===== config.mk =====
export PLATFORM = sky130hd
export DESIGN_NAME = seq_adder
export DESIGN_NICKNAME = d
export VERILOG_FILES = /design/src/rtl/adder_pkg.sv /design/src/rtl/chunk_adder.sv /design/src/rtl/seq_adder.sv
export SDC_FILE = /design/constraint.sdc
export NUM_CORES = 1
export LEC_CHECK = 0
export ABC_AREA = 1
export CAP_MARGIN = 30
export CORE_AREA = 2 2 100 102
export DETAILED_ROUTE_END_ITERATION = 8
export DIE_AREA = 0 0 102 104
export DONT_BUFFER_PORTS = 1
export PLACE_DENSITY = 0.53
export SETUP_SLACK_MARGIN = 0.5
export SYNTH_ARGS = -nofsm -noshare
export SYNTH_HDL_FRONTEND = slang
export SYNTH_SLANG_ARGS = --single-unit

===== constraint.sdc =====
create_clock -name clk -period 5.15 [get_ports clk]
set_clock_uncertainty 0.2 [all_clocks]
set_input_delay 1.03 -clock clk [delete_from_list [all_inputs] [get_ports clk]]
set_output_delay 1.03 -clock clk [all_outputs]
set_load 0.005 [all_outputs]

===== src/rtl/adder_pkg.sv =====
// Shared types and sizing helpers for the chunked sequential adder.
package adder_pkg;

  typedef enum logic [1:0] {IDLE, BUSY, DONE} state_t;

  localparam int DEF_WIDTH = 16;
  localparam int DEF_CHUNK = 4;

  // Chunk counter width; a single-chunk adder still needs one counter bit.
  function automatic int cnt_width(input int nchunk);
    return (nchunk > 1) ? $clog2(nchunk) : 1;
  endfunction

endpackage


===== src/rtl/chunk_adder.sv =====
// Combinational CHUNK-bit ripple adder built from full-adder terms.
module chunk_adder #(
  parameter int CHUNK = 4
) (
  input  logic [CHUNK-1:0] x,
  input  logic [CHUNK-1:0] y,
  input  logic             ci,
  output logic [CHUNK-1:0] s,
  output logic             co
);

  logic [CHUNK:0] c;

  always_comb begin
    c    = '0;
    s    = '0;
    c[0] = ci;
    for (int i = 0; i < CHUNK; i++) begin
      s[i]   = x[i] ^ y[i] ^ c[i];
      c[i+1] = (x[i] & y[i]) | (c[i] & (x[i] ^ y[i]));
    end
  end

  assign co = c[CHUNK];

endmodule


===== src/rtl/seq_adder.sv =====
// Multi-cycle adder/subtractor: one CHUNK-bit slice per clock with a registered carry.
// state | meaning
// IDLE  | waiting for start
// BUSY  | adding one chunk per edge, LSB chunk first
// DONE  | one-cycle result strobe; a new start is accepted here
module seq_adder
  import adder_pkg::*;
#(
  parameter int WIDTH = DEF_WIDTH,
  parameter int CHUNK = DEF_CHUNK
) (
  input  logic             clk,
  input  logic             reset,
  input  logic             start,
  input  logic             op_sub,
  input  logic [WIDTH-1:0] a,
  input  logic [WIDTH-1:0] b,
  input  logic             cin,
  output logic             busy,
  output logic             done,
  output logic [WIDTH-1:0] sum,
  output logic             cout,
  output logic             ovf
);

  localparam int NCHUNK = WIDTH / CHUNK;
  localparam int CW     = cnt_width(NCHUNK);
  localparam logic [CW-1:0] LAST = CW'(NCHUNK - 1);

  if (CHUNK < 1 || CHUNK > WIDTH || (WIDTH % CHUNK) != 0) begin : g_bad_param
    $error("seq_adder: CHUNK must divide WIDTH and lie in 1..WIDTH");
  end

  state_t state_q, state_d;

  logic [WIDTH-1:0] a_sh_q, b_sh_q, sum_q, b_eff, res_full;
  logic [CW-1:0]    cnt_q;
  logic             carry_q, cout_q, ovf_q, busy_q, done_q;
  logic             a_msb_q, b_msb_q;
  logic [CHUNK-1:0] chunk_s;
  logic             chunk_co, accept, last;

  assign b_eff  = op_sub ? ~b : b;
  assign accept = start && (state_q != BUSY);
  assign last   = (cnt_q == LAST);

  chunk_adder #(.CHUNK(CHUNK)) u_chunk (
    .x  (a_sh_q[CHUNK-1:0]),
    .y  (b_sh_q[CHUNK-1:0]),
    .ci (carry_q),
    .s  (chunk_s),
    .co (chunk_co)
  );

  // Earlier chunks are kept in a (WIDTH-CHUNK)-bit register; the final chunk
  // completes the word directly, so the top slot never needs storage.
  if (NCHUNK == 1) begin : g_single
    assign res_full = chunk_s;
  end else begin : g_multi
    logic [WIDTH-CHUNK-1:0] res_q;
    assign res_full = {chunk_s, res_q};
    always_ff @(posedge clk or posedge reset) begin
      if (reset)                 res_q <= '0;
      else if (state_q == BUSY)  res_q <= res_full[WIDTH-1:CHUNK];
    end
  end

  always_ff @(posedge clk or posedge reset) begin
    if (reset) state_q <= IDLE;
    else       state_q <= state_d;
  end

  always_comb begin
    state_d = state_q;
    case (state_q)
      IDLE:    if (start) state_d = BUSY;
      BUSY:    if (last)  state_d = DONE;
      DONE:    state_d = start ? BUSY : IDLE;
      default: state_d = IDLE;
    endcase
  end

  always_ff @(posedge clk or posedge reset) begin
    if (reset) begin
      a_sh_q  <= '0;
      b_sh_q  <= '0;
      carry_q <= 1'b0;
      cnt_q   <= '0;
      a_msb_q <= 1'b0;
      b_msb_q <= 1'b0;
      sum_q   <= '0;
      cout_q  <= 1'b0;
      ovf_q   <= 1'b0;
      busy_q  <= 1'b0;
      done_q  <= 1'b0;
    end else begin
      busy_q <= (state_d == BUSY);
      done_q <= (state_d == DONE);
      if (accept) begin
        a_sh_q  <= a;
        b_sh_q  <= b_eff;
        carry_q <= op_sub ? 1'b1 : cin;
        cnt_q   <= '0;
        a_msb_q <= a[WIDTH-1];
        b_msb_q <= b_eff[WIDTH-1];
      end else if (state_q == BUSY) begin
        a_sh_q  <= a_sh_q >> CHUNK;
        b_sh_q  <= b_sh_q >> CHUNK;
        carry_q <= chunk_co;
        cnt_q   <= cnt_q + CW'(1);
        if (last) begin
          sum_q  <= res_full;
          cout_q <= chunk_co;
          ovf_q  <= (a_msb_q == b_msb_q) && (res_full[WIDTH-1] != a_msb_q);
        end
      end
    end
  end

  assign busy = busy_q;
  assign done = done_q;
  assign sum  = sum_q;
  assign cout = cout_q;
  assign ovf  = ovf_q;

endmodule


* Yosys cells after proc, flatten, opt, wreduce, memory -nomap -nowiden
Cells that the tools add are included.
** Storage, ports and cells
- Flip-flop bits (word level) :: 71
- Input bits :: 37
- Logic and storage cells :: 63
** Cells by class
- Add/sub/neg operators :: 1
- Equality and inequality tests :: 8
- Mux-type cells :: 14
- Bitwise gates (word level) :: 22
- Reduce and logical (&&, ||, !) cells :: 5
** Operators by type and width (count)
- 16-bit 2-to-1 mux :: 5
- 16-bit NOT :: 1
- 1-bit bitwise AND :: 8
- 2-bit 2-to-1 mux :: 4
- 1-bit bitwise XOR :: 8
- 2-bit equality test (second input constant) :: 3
- 2-bit one-hot mux with 3 select lines :: 1
- 2-bit by 1-bit equality test with 1-bit output (second input constant) :: 2
- 1-bit 2-to-1 mux :: 4
- 1-bit OR :: 4
- 3-bit AND reduction :: 1
- 2-bit by 1-bit adder with 2-bit output (second input constant) :: 1
- 1-bit logical AND :: 2
- 2-bit logical NOT :: 1
- 2-bit by 1-bit inequality test with 1-bit output (second input constant) :: 1
- 2-bit nonzero test :: 1
- 1-bit equality test :: 1
- 1-bit inequality test :: 1
- 1-bit NOT :: 1

* Logic depth before layout (Yosys ltp)
- Depth after elaboration :: 11
- Depth in mapped cells :: 12
- Mapped depth without buffers :: 12

* Modules after synthesis
From an unflattened synthesis, not the netlist that was laid out.
** Unflattened totals
- Cell total of the unflattened synthesis :: 389
- Area total of the unflattened synthesis :: 3244.4 µm²
** By module, submodules not included
- seq_adder :: instances 1, cells an instance 375, area each 3126.7 µm²
- chunk_adder :: instances 1, cells an instance 14, area each 117.6 µm²

* Least setup slack after synthesis
OpenSTA, ideal clock, no wires.
- Path type :: register -> register
- Start :: register a_sh_q[0]
- End :: register ovf_q (netlist: ovf)
- Library setup time :: 0.116 ns
- Arrival :: 2.121 ns
- Required time :: 4.834 ns
- Slack :: 2.713 ns
- Stages on the path, launching flop included :: 12
- Path buffers :: 0
- Clock period less this slack :: 2.437 ns
- Path through :: dfrtp_1 -> fa_1 -> inv_1 -> fa_1 -> inv_1 -> fa_1 -> inv_1 -> fa_1 -> nand3_1 -> nand2_1 -> nand2_1 -> nand2_1
** Between the ends
- Cells in the longest elaborated chain, start to end :: 10
** Ends and longest elaborated chain
- from (decl) :: line seq_adder.sv:36 : logic [WIDTH-1:0] a_sh_q, b_sh_q, sum_q, b_eff, res_full;
- from (signal assigned) :: line seq_adder.sv:107 : a_sh_q <= a_sh_q >> CHUNK;
- 1-bit bitwise XOR :: line chunk_adder.sv:20 : c[i+1] = (x[i] & y[i]) | (c[i] & (x[i] ^ y[i]));
- 1-bit bitwise AND :: line chunk_adder.sv:20
- 1-bit OR * :: line chunk_adder.sv:20
- 1-bit bitwise AND * :: line chunk_adder.sv:20
- 1-bit OR * :: line chunk_adder.sv:20
- 1-bit bitwise AND * :: line chunk_adder.sv:20
- 1-bit OR * :: line chunk_adder.sv:20
- 1-bit bitwise XOR * :: line chunk_adder.sv:19 : s[i] = x[i] ^ y[i] ^ c[i];
- 1-bit inequality test * :: line seq_adder.sv:114 : ovf_q <= (a_msb_q == b_msb_q) && (res_full[WIDTH-1] != a_msb_q);
- 1-bit logical AND * :: line seq_adder.sv:114
- to (signal assigned) :: line seq_adder.sv:114
- to (decl) :: line seq_adder.sv:38 : logic carry_q, cout_q, ovf_q, busy_q, done_q;
Mark *: on every way between the ends. The rest lies on a longest branch, timed or not.
A chain may end at the register's enable or synchronous reset.

* Worst setup path in the final report
Same ends and word-level chain as after synthesis.

==> results.sh <==
export IMPL_status="finished, final reports clean"
export IMPL_crit_chain="fa_1, inv_1, fa_1, inv_1, fa_1, inv_1, fa_1, nand3_1, nand2_1, nand2_1, nand2_1"
export IMPL_place_ws_ps=2450
export IMPL_yosysSeqAreaShare=0.541
export IMPL_rr_worst_depth=11
export IMPL_synthXorXnorAreaFrac=0.0107
export IMPL_syn_to_final_growth_pct=5.83
export IMPL_power_density_nw_per_um2=580
export IMPL_diodes=0
export IMPL_hold_path_depth=2
export IMPL_synth_fa_ha_area_frac=0.0282
export IMPL_via_per_inst=4.59
export IMPL_synth_avg_cell_area_sq_um=8.50
export IMPL_timing_fmax_mhz=388
export IMPL_netlist_area_leader_share=0.541
export IMPL_slew_headroom=0.318
export IMPL_min_period_ps=2570
export IMPL_r2r_start="a_sh_q[0]$_DFFE_PP0P_"
export IMPL_first_pass_iters=4
export IMPL_clkSlewWorstSetupHoldPaths_ps=70
export IMPL_p_leak_nw=1.80
export IMPL_synth_cell_types=24
export IMPL_startpoint="a_sh_q[0]$_DFFE_PP0P_"
export IMPL_synth_top_family_by_area="simple AND/OR/NAND/NOR gates"
export IMPL_port_buffer_count=0
export IMPL_crit_end="ovf$_DFFE_PP0P_"
export IMPL_gp_congestion=0.711
export IMPL_cts_root_buf="clkbuf_8"
export IMPL_num_rows=36
export IMPL_cp_required_ps=5170
export IMPL_synthMuxAreaShare=0
export IMPL_wl_um=6370
export IMPL_ant_nets=0
export IMPL_yosysTopAreaCell="dfrtp_1"
export IMPL_drtIter0Drc=141
export IMPL_grt_overflow_total=0
export IMPL_grt_pass1_vias=2350
export IMPL_grt_first_pass_wirelength_um=11100
export IMPL_synthCells=386
export IMPL_drcViolationCount=0
export IMPL_crit_family="adder cells"
export IMPL_slowest_delay_ps=460
export IMPL_hold_buffers=0
export IMPL_clockBufferDepth=2
export IMPL_post_route_period_util=0.500
export IMPL_cts_sinks=71
export IMPL_ys_seq_elements=71
export IMPL_fin_tns_setup_ps=0
export IMPL_clkLatencyLatePin_ps=340
export IMPL_rr_endpoint="ovf$_DFFE_PP0P_"
export IMPL_arrival_ps=2600
export IMPL_crit_cells=11
export IMPL_post_cts_setup_buffers=0
export IMPL_setup_viol=0
export IMPL_htreeDepth=3
export IMPL_path_max_fanout=4
export IMPL_ir_drop_mv=0.247
export IMPL_crit_path_end_kind="flip-flop"
export IMPL_cts_made_buffers=9
export IMPL_finalHoldViolations=0
export IMPL_grt_max_degree=60
export IMPL_die_h_um=104
export IMPL_final_nets=419
export IMPL_yosys_top_cells_area="dfrtp_1 (54%), nand2_1 (17%), nand3_1 (8.8%)"
export IMPL_cp_num_buf_inv=3
export IMPL_critical_path_class="flip-flop to flip-flop"
export IMPL_post_cts_resized=0
export IMPL_yosysWarnings=0
export IMPL_grt_total_usage=0.133
export IMPL_fill_cells=1065
export IMPL_crit_path_start_kind="flip-flop"
export IMPL_wl_per_cell_um=12.4
export IMPL_path_common_cell="fa_1"
export IMPL_tightest_slew_ps=1020
export IMPL_drive_above_1_share=0.0656
export IMPL_hpwl_um=4260
export IMPL_slowest_stage="fa_1"
export IMPL_synth_nets=428
export IMPL_synth_compound_area_frac=0.0538
export IMPL_rsz0062_at_grt="no"
export IMPL_netlist_area_sq_um=3280
export IMPL_drv_cap=0
export IMPL_fin_ws_ps=2580
export IMPL_antenna_found_initial=0
export IMPL_die_x_um=102
export IMPL_tritoncts="built"
export IMPL_core_area_sq_um=9550
export IMPL_synthSimpleGateAreaFrac=0.273
export IMPL_die_area_sq_um=10600
export IMPL_start_util=0.344
export IMPL_hold_class="flip-flop to flip-flop"
export IMPL_drv_slew=0
export IMPL_vias=2358
export IMPL_r2r_setup_slack_ps=2580
export IMPL_io_pins=57
kinds of logic after synthesis:
| logic type | Yosys count |
|---|---|
| buffers and inverters | 60 |
| flip-flops | 71 |
| AND/OR/NAND/NOR | 215 |
| AO/OA/AOI/OAI | 31 |
| XOR/XNOR | 4 |
| adder cells (fa/ha/maj) | 5 |
cells in the final DEF, fill, tap and decap left out, drive strengths merged:
master / count
a21oi: 2
clkbuf: 10
nand2: 153
o21ai: 27
dfrtp: 71
bufinv: 1
clkinv: 5
buf: 1
inv: 38
o22ai: 2
or2: 1
nand3: 58
xor2: 4
fa: 4
ha: 1
nor2: 3
Yosys cell counts:
cell type / instances
ha_1: 1
a21oi_4: 1
xor2_1: 4
o21ai_2: 2
nor2_4: 1
clkbuf_1: 1
o22ai_1: 2
nand3_1: 58
buf_8: 1
fa_1: 4
buf_2: 8
buf_4: 6
or2_2: 1
nand2_2: 2
nand2_1: 151
a21oi_1: 1
inv_2: 2
buf_6: 5
o21ai_1: 15
dfrtp_1: 71
inv_1: 36
o21ai_0: 10
clkinv_1: 1
nor2_1: 2
how the worst min path moves through the flow:
stage,startpoint,end,slack [ps]
final,g_multi.res_q[3]$_DFFE_PP0P_,sum[3]$_DFFE_PP0P_,270
after global routing,g_multi.res_q[3]$_DFFE_PP0P_,sum[3]$_DFFE_PP0P_,290
after CTS,g_multi.res_q[3]$_DFFE_PP0P_,sum[3]$_DFFE_PP0P_,270
after detailed placement,g_multi.res_q[2]$_DFFE_PP0P_,sum[2]$_DFFE_PP0P_,250
after global placement,g_multi.res_q[0]$_DFFE_PP0P_,sum[0]$_DFFE_PP0P_,250
after floorplan,a_sh_q[12]$_DFFE_PP0P_,a_sh_q[12]$_DFFE_PP0P_,240
worst register-to-register path, stage by stage, from the launching register on:
cell and delay [ps]:
dfrtp_1 410, fa_1 420, inv_1 70, fa_1 150, inv_1 50, fa_1 360
inv_1 80, fa_1 460, nand3_1 110, nand2_1 50, nand2_1 50, nand2_1 50
area by class of cell:
class                      count  area [sq um]  area share
sequential                    71          1780       0.512
multi-input combinational    255          1200       0.345
tap                          133           166      0.0479
inverter                      39           146      0.0421
clock buffer                  10           128      0.0367
clock inverter                 5          50.0      0.0144
timing repair buffer           1          7.51     0.00216
power breakdown:
group,switching [mW],leakage [nW],internal [mW]
Sequential,0.156,0.908,0.801
Clock,0.195,0.0957,0.218
Combinational,0.421,0.793,0.223
per-layer routing:
layer  routed length (um)  GRT usage
met3                  413     0.0464
met4                   78     0.0371
met1                 2990      0.175
met5                    0          0
met2                 2880      0.209
registers in the layout (all words and copies together) (netlist names):
register,flops
cnt_q,2
a_msb_q,1
b_msb_q,1
ovf,1
busy,1
done,1
sum,16
a_sh_q,16
cout,1
g_multi.res_q,12
b_sh_q,16
state_q,2
carry_q,1
metrics by stage:
step / util / total power [mW] / hold slack, ps / area, sq um / cells
after CTS: 0.364 / 2.05 / 269 / 3470 / 514
after global routing: 0.364 / 2.22 / 295 / 3470 / 514
after floorplan: - / 1.54 / 242 / 3280 / 386
after global placement: 0.345 / 1.61 / 252 / 3300 / 499
after detailed placement: 0.345 / 1.63 / 252 / 3300 / 499
final: 0.364 / 2.01 / 267 / 3470 / 514
Note: power is estimated with default switching activity, not from simulation.
==> RTL edit, RTL diff (config.mk and constraints unchanged) <==
Remove the register `done_q`: a continuous assignment takes its place, so the output `done` follows one clock earlier.
--- a/src/rtl/seq_adder.sv
+++ b/src/rtl/seq_adder.sv
@@ -93,8 +93,6 @@
       ovf_q   <= 1'b0;
       busy_q  <= 1'b0;
-      done_q  <= 1'b0;
     end else begin
       busy_q <= (state_d == BUSY);
-      done_q <= (state_d == DONE);
       if (accept) begin
         a_sh_q  <= a;
@@ -118,4 +116,6 @@
   end
 
+  assign done_q = (state_d == DONE);
+
   assign busy = busy_q;
   assign done = done_q;
Formal check against the unedited RTL: not equivalent (Yosys sat finds a counterexample within 10 cycles, from zero or initial values and one cycle with reset high).
==> RTL edit against the unedited design <==
Routed wire length is 0.22% lower; synthesized area fell by 0.76%; final area is 1.4% higher; fmax shrank 24%; via count down 1.3%; utilization grew 0.52 points; global-route usage shrank 0.51 points; clock power grew 22%; worst setup slack worse by 0.80 ns; power increased by 5.1%; sequential cell count decreased by 1; register-to-register slack got worse by 0.03 ns; count of clock-buffer cells in the layout up 1; critical path type is now register to output port.
==> RTL edit: results (changes against the unedited design) <==
GRT
  • Met1 GRT Util: 17.1% (-0.38 points)
  • Vias in the first global route: 2241 (-4.6%)
  • Overall fraction of global-route tracks in use: 12.8% (-0.51 points)
  • Grt met3 use: 6.65% (+2.0 points)

Critical path
  • Slowest CP cell: nand2_2
  • Delay of the slowest cell on the worst path: 0.54 ns (+0.08 ns)
  • Crit path max fanout: 33 (+29)
  • CP delay by family, top: simple AND/OR/NAND/NOR gates
  • CP arrival: 2.15 ns (-0.45 ns)

Power
  • Comb. pwr: 668 uW (+3.7%)
  • Cell Pwr Density: 601 nW/um^2 (+3.6%)
  • Sw power: 788 uW (+2.1%)
  • Worst VDD drop: 0.231 mV (-6.8%)
  • Leakage Power: 1.81 nW (+0.87%)

Yosys
  • Sequential share of the synthesized area: 53.8% (-0.35 points)
  • Top cells by area, synth: dfrtp_1, nand2_1, nand3_1
  • Most frequent cells after synthesis: nand2_1, dfrtp_1, nand3_1
  • Synth Net Count: 427 (-0.23%)
  • Xor-xnor portion of the synthesized cell area: 1.08% (+0.0082 points)
  • Area share of fa/ha/maj cells after synthesis: 2.84% (+0.022 points)

Route
  • Total Wirelength: 6.36 mm (-0.22%)
  • Drt pass-1 iters: 6 (+2)
  • Initial DRC Count: 107 (-24%)
  • Met2 wire len: 2.79 mm (-3.4%)
  • WL met3: 529 um (+28%)
  • M1 WL: 2.98 mm (-0.50%)
  • Total number of vias: 2328 (-1.3%)

Placed design
  • Post-DP Area: 3270 sq um (-0.76%)
  • DP Worst Slack: 2.07 ns (-0.386 ns)
  • Placer Congestion: 0.729 (+2.5%)
  • Post-DP HPWL: 4.21 mm (-1.3%)

Outcome
  • Status: complete, no violations

Finish
  • Post-route insts no fill: 515 (+0.19%)
  • Share of layout cells above drive strength 1: 7.33% (+0.77 points)
  • Fillers: 1024 (-3.8%)

STA
  • Slew headroom: 34.0% (+2.2 points)
RTL edit: changes by cell type after synthesis, sizes merged:
| cell | delta |
|---|---|
| dfrtp | -1 |
RTL edit: worst paths after layout:
| path | from | endpoint | slack [ns] | cells past startpoint |
|---|---|---|---|---|
| setup / recovery | state_q[0] | done | 1.77 | 4 |
| max in group asynchronous | reset | a_sh_q[1] | 3.32 | 2 |
| setup reg to reg | a_sh_q[0] | ovf | 2.55 | 11 |
| min in group asynchronous | reset | sum[6] | 0.49 | 1 |
| hold reg to reg | a_sh_q[14] | a_sh_q[14] | 0.27 | 2 |
| hold / removal | a_sh_q[14] | a_sh_q[14] | 0.27 | 2 |
RTL edit: area by class of cell:
class,count,area (sq um),area share [%]
Clock inverter,5,81.3,2.31
Tap cell,133,166,4.72
Timing Repair Buffer,2,27.5,0.781
Multi-Input combinational cell,255,1200,34.0
Clock buffer,11,151,4.30
Sequential cell,70,1750,49.7
Inverter,39,146,4.15
